===== src/rtl/timer_sched_pkg.sv =====
// timer_sched_pkg: shared constants and the controller state type for the
// interval-timer controller (timer_sched) and its count datapath.
package timer_sched_pkg;

    // Default width of the period and count datapath.
    localparam int TIMER_N = 8;

    // Controller states, fixed 2-bit encoding.
    typedef enum logic [1:0] {
        ST_IDLE = 2'd0,
        ST_RUN  = 2'd1,
        ST_DONE = 2'd2
    } state_e;

endpackage


===== src/rtl/timer_datapath.sv =====
// timer_datapath: N-bit count register with synchronous clear and
// increment enable. Clear has priority over increment; wraps modulo 2^N.
module timer_datapath
    import timer_sched_pkg::*;
#(
    parameter int N = TIMER_N
) (
    input  logic         clk,
    input  logic         rst,
    input  logic         en,
    input  logic         clr,
    output logic [N-1:0] q
);

    logic [N-1:0] q_q;
    logic [N-1:0] q_d;

    // Next count: clear beats increment, otherwise hold.
    always_comb begin
        // NOTE: every always_comb output gets a default first so no path leaves it unassigned (no latch).
        q_d = q_q;
        if (clr) begin
            q_d = '0;
        end else if (en) begin
            q_d = q_q + N'(1);
        end
    end

    // Count register with synchronous active-high reset.
    always_ff @(posedge clk) begin
        // NOTE: state registers use non-blocking assignments so every flop samples pre-edge values.
        if (rst) begin
            q_q <= '0;
        end else begin
            q_q <= q_d;
        end
    end

    assign q = q_q;

endmodule


===== src/rtl/timer_sched.sv =====
// timer_sched: interval-timer controller. Sequences the count datapath
// through IDLE/RUN/DONE, latches period and mode at start, and emits
// single-cycle tick/done pulses.
// Optional feature: define TIMER_PRESCALE_EN to add a prescaler so the count
// advances once every PRESCALE clocks; otherwise it advances every clock.
module timer_sched
    import timer_sched_pkg::*;
#(
    parameter int N = TIMER_N
`ifdef TIMER_PRESCALE_EN
    ,
    parameter int PRESCALE = 4
`endif
) (
    input  logic         clk,
    input  logic         rst,
    input  logic         start,
    input  logic         stop,
    input  logic         periodic,
    input  logic [N-1:0] period,
    output logic         busy,
    output logic         tick,
    output logic         done,
    output logic [N-1:0] count
);

    state_e       state_q, state_d;
    logic [N-1:0] period_q, period_d;
    logic         periodic_q, periodic_d;
    logic         dp_en;
    logic         dp_clr;
    logic         step;
    logic         terminal;

`ifdef TIMER_PRESCALE_EN
    localparam int PW = (PRESCALE > 1) ? $clog2(PRESCALE) : 1;

    logic [PW-1:0] psc_q, psc_d;

    assign step = (psc_q == PW'(PRESCALE - 1));

    // Prescaler runs only in RUN; held at zero elsewhere and cleared on stop.
    always_comb begin
        psc_d = '0;
        if (state_q == ST_RUN && !stop) begin
            psc_d = step ? '0 : psc_q + PW'(1);
        end
    end

    // Prescaler register.
    always_ff @(posedge clk) begin
        if (rst) begin
            psc_q <= '0;
        end else begin
            psc_q <= psc_d;
        end
    end
`else
    assign step = 1'b1;
`endif

    // Last step of an interval; period 0 wraps to 2^N-1 and so means 2^N steps.
    assign terminal = (state_q == ST_RUN) && step && (count == period_q - N'(1));

    // State, latched period and latched mode.
    always_ff @(posedge clk) begin
        if (rst) begin
            state_q    <= ST_IDLE;
            period_q   <= '0;
            periodic_q <= 1'b0;
        end else begin
            state_q    <= state_d;
            period_q   <= period_d;
            periodic_q <= periodic_d;
        end
    end

    // Next-state and datapath control; stop outranks the terminal step.
    always_comb begin
        state_d    = state_q;
        period_d   = period_q;
        periodic_d = periodic_q;
        dp_en      = 1'b0;
        dp_clr     = 1'b0;
        case (state_q)
            ST_IDLE: begin
                if (start && !stop) begin
                    state_d    = ST_RUN;
                    period_d   = period;
                    periodic_d = periodic;
                    dp_clr     = 1'b1;
                end
            end
            ST_RUN: begin
                if (stop) begin
                    state_d = ST_IDLE;
                    dp_clr  = 1'b1;
                end else if (terminal) begin
                    if (periodic_q) begin
                        dp_clr = 1'b1;
                    end else begin
                        state_d = ST_DONE;
                    end
                end else begin
                    dp_en = step;
                end
            end
            ST_DONE: begin
                state_d = ST_IDLE;
                dp_clr  = 1'b1;
            end
            default: begin
                state_d = ST_IDLE;
                dp_clr  = 1'b1;
            end
        endcase
    end

    assign tick = terminal;
    assign done = (state_q == ST_DONE);
    assign busy = (state_q == ST_RUN) || (state_q == ST_DONE);

    timer_datapath #(.N(N)) u_datapath (
        .clk (clk),
        .rst (rst),
        .en  (dp_en),
        .clr (dp_clr),
        .q   (count)
    );

endmodule


===== config.mk =====
export PLATFORM = sky130hd
export DESIGN_NAME = timer_sched
export DESIGN_NICKNAME = d
export VERILOG_FILES = /design/src/rtl/timer_sched_pkg.sv /design/src/rtl/timer_datapath.sv /design/src/rtl/timer_sched.sv
export SDC_FILE = /design/constraint.sdc
export NUM_CORES = 1
export LEC_CHECK = 0
export BUFFER_PORTS_ARGS = -buffer_cell sky130_fd_sc_hd__buf_2
export CORE_UTILIZATION = 49
export CTS_BUF_LIST = sky130_fd_sc_hd__clkbuf_16
export DETAILED_ROUTE_END_ITERATION = 16
export PLACE_DENSITY = 0.75
export REMOVE_ABC_BUFFERS = 1
export SYNTH_ARGS = -nofsm -noshare
export SYNTH_HDL_FRONTEND = slang
export SYNTH_SLANG_ARGS = --single-unit

===== constraint.sdc =====
create_clock -name clk -period 2.2 [get_ports clk]
set_clock_uncertainty 0.1 [all_clocks]
set_input_delay 0.33 -clock clk [delete_from_list [all_inputs] [get_ports clk]]
set_output_delay 0.33 -clock clk [all_outputs]
set_load 0.01 [all_outputs]

==> impl_metrics.tcl <==
set metrics [dict create \
    clockPowerShare_pct 39.7 \
    tns_ns -0.289 \
    synth_area_mm2 0.00128 \
    cts_buffers 3 \
    wl_met3_um 166 \
    cts_sinks 19 \
    die_h_um 53.2 \
    cts_buffer_depth 2 \
    area_growth_pct 38.9 \
    critPathSlowestCell "dfxtp_4" \
    die_area_mm2 0.00283 \
    arrival_ns 1.98 \
    maxCapViolCount 0 \
    path_cells "inv_4 -> ha_4 -> buf_6 -> nand3b_1 -> a311oi_2 -> o211a_1 -> buf_6 -> and3_1 -> buf_2" \
    fmax_mhz 415 \
    core_mm2 0.00248 \
    htreeDepth 1 \
    drt_iter0_markers 62 \
    yosysWarnings 0 \
    timing.hold.ws_ns 0.209 \
    synthTopCellsByArea "dfxtp_1 (30%), nand2_1 (7.3%), a21oi_1 (7.0%)" \
    place_congestion 0.834 \
    cts_tree "yes" \
    avgSynthCellArea_um2 7.69 \
    vias 1441 \
    synth_common_cells "nand2_1 (25), dfxtp_1 (19), a21oi_1 (18)" \
    die_w_um 53.2 \
    drive_gt1_share_pct 35.2 \
    max_stage_delay_ns 0.37 \
    period_minus_slack_ns 2.41 \
    failed_checks "setup timing" \
    antenna_found_initial 0 \
    status "finished with violations" \
    gr-total-overflow 0 \
    grt_usage_pct 30.6 \
    grt_pass1_vias 1356 \
    wire_per_inst_um 16.8 \
    swShare_pct 29.5 \
    wirelength_um 4070 \
    ios 24 \
    synth_edf_count 0 \
    drc_errors 0 \
    end_kind "output pin" \
    wl_met2_um 2050 \
    intPower_mw 0.704 \
    met1_length_um 1740 \
    grt_pass1_wl_um 6190 \
    num-fill-cells 189 \
    yosysMostFrequentCell "nand2_1" \
    p_per_area_mw_per_mm2 560 \
    async_flop_share_pct 0 \
    root_buffer "clkbuf_16" \
    synth.distinct_cells 36 \
    leakage_nw 0.760 \
    portBuffers 23 \
    worst_pin_slew_ns 0.396 \
    final_nets 232 \
    ctsHoldBuffers 0 \
    top_layer_used "met4" \
    antennaDiodeCount 0 \
    cp.required_ns 1.77 \
    via_per_inst 5.93 \
    p_sw_mw 0.295 \
    min_period_over_period_pct 109 \
    start_util_pct 51.9 \
    max-vdd-ir-drop_v 0.000529 \
    yosysTopAreaCell "dfxtp_1" \
    critPathKind "reg2out" \
    p_comb_share_pct 23.7 \
    ant_nets 0 \
    dp.final_hpwl_um 2550 \
    synth_top_area_share_pct 29.6 \
    rsz0062_at_grt "yes" \
    finalWorstSetupSlack_ns -0.207 \
    cp_num_buf_inv 4 \
    setup_violations 2 \
    crit_path_max_fanout 5 \
    clk_latency_ns 0.26 \
    cts.clk_slew.worst_paths_ns 0.06 \
    dr.pass1.iters 4 \
    slew_headroom_pct 73.6 \
    start_kind "flip-flop" \
    synth_ff_type "dfxtp_1" \
    synthCells 167 \
    hold_class "in2reg" \
    crit_top_cell "buf_6" \
    cpLargestDelayFamily "compound AO/OA/AOI/OAI gates" \
    ys_seq_area_share_pct 29.6 \
    hold_viol 0 \
    seqPwrFrac_pct 36.6 \
    ys_seq_elements 19 \
    grt_max_degree 17 \
    rows 18 \
    report.final.slew_viol_count 0 \
]
## final timing paths
path,start,to,slack [ns],cells after the start
setup / recovery,period_q[0],tick,-0.21,9
hold / removal,period[0],period_q[0],0.21,3
setup reg to reg,period_q[0],state_q[1],-0.08,6
hold reg to reg,periodic_q,periodic_q,0.40,2
## power by group through the flow
stage / clock (mW) / combinational (mW) / sequential [mW]
after floorplan: 0 / 0.114 / 0.372
after global placement: 0 / 0.182 / 0.370
after detailed placement: 0 / 0.190 / 0.371
after CTS: 0.395 / 0.216 / 0.364
after global routing: 0.413 / 0.254 / 0.367
final: 0.397 / 0.237 / 0.365
## metal layers
| metal | up-vias | track usage, % |
|---|---|---|
| met5 | - | 0 |
| met3 | 12 | 6.03 |
| met2 | 49 | 51.5 |
| li1 | 696 | - |
| met4 | 0 | 14.9 |
| met1 | 684 | 36.5 |
## worst reg2reg max path, stage by stage (launching register included)
cell	delay, ns
dfxtp_4	0.37
or4_4	0.54
nor4_4	0.24
a211oi_2	0.07
o31a_2	0.14
or4b_1	0.52
a211oi_2	0.22
## area by class of cell
class	instances	area (um^2)	area share, %
Multi-Input combinational cell	134	932	52.2
Sequential cell	19	385	21.6
Timing Repair Buffer	50	323	18.1
Clock buffer	3	75.1	4.20
Tap cell	30	37.5	2.10
Inverter	6	25.0	1.40
Clock inverter	1	7.51	0.420
## sequential cells by signal, summed over array words and instances, names as in the netlist
signal / count
state_q: 2
periodic_q: 1
period_q: 8
u_datapath.q: 8
## through the flow
| step | power, mW | instances | instance area, um^2 | worst slack [ns] | utilization (%) |
|---|---|---|---|---|---|
| floorplan | 0.486 | 159 | 1250 | -0.103 | - |
| global placement | 0.553 | 232 | 1560 | -0.0301 | 62.9 |
| detailed placement | 0.561 | 232 | 1560 | -0.102 | 62.9 |
| CTS | 0.975 | 240 | 1730 | -0.108 | 69.9 |
| global route | 1.03 | 243 | 1790 | -0.272 | 72.1 |
| finish | 0.999 | 243 | 1790 | -0.207 | 72.1 |
## placed cells by master (no fill, tap or decap), types with 3 or more instances in the layout
cell type   n
buf_4      24
nand2b_1    3
buf_2      24
nor2_1     12
nand3b_1    3
xnor2_1     4
dfxtp_1    17
a21oi_2     3
nand4_1     3
nor2b_1     3
o21ai_0     8
clkbuf_16   3
o211ai_1   10
inv_1       4
ha_1        4
xor2_1      3
nand2_1    25
a21oi_1    15
mux2i_1     8
## logic make-up after synthesis
family	count (synthesis)	share of synthesized area, %
flip-flops	19	29.6
XOR/XNOR	8	5.45
adder cells (fa/ha/maj)	5	4.87
AND/OR/NAND/NOR	67	26.7
AO/OA/AOI/OAI	46	23.1
multiplexers	8	6.23
buffers and inverters	14	4.09
## what timing repair did
action	in CTS	in global routing
pin swaps	8	3
resized for setup	15	9
endpoints found under the setup margin	4	10
buffers inserted	4	2
gates cloned	0	1
(Power assumes the default switching activity.)
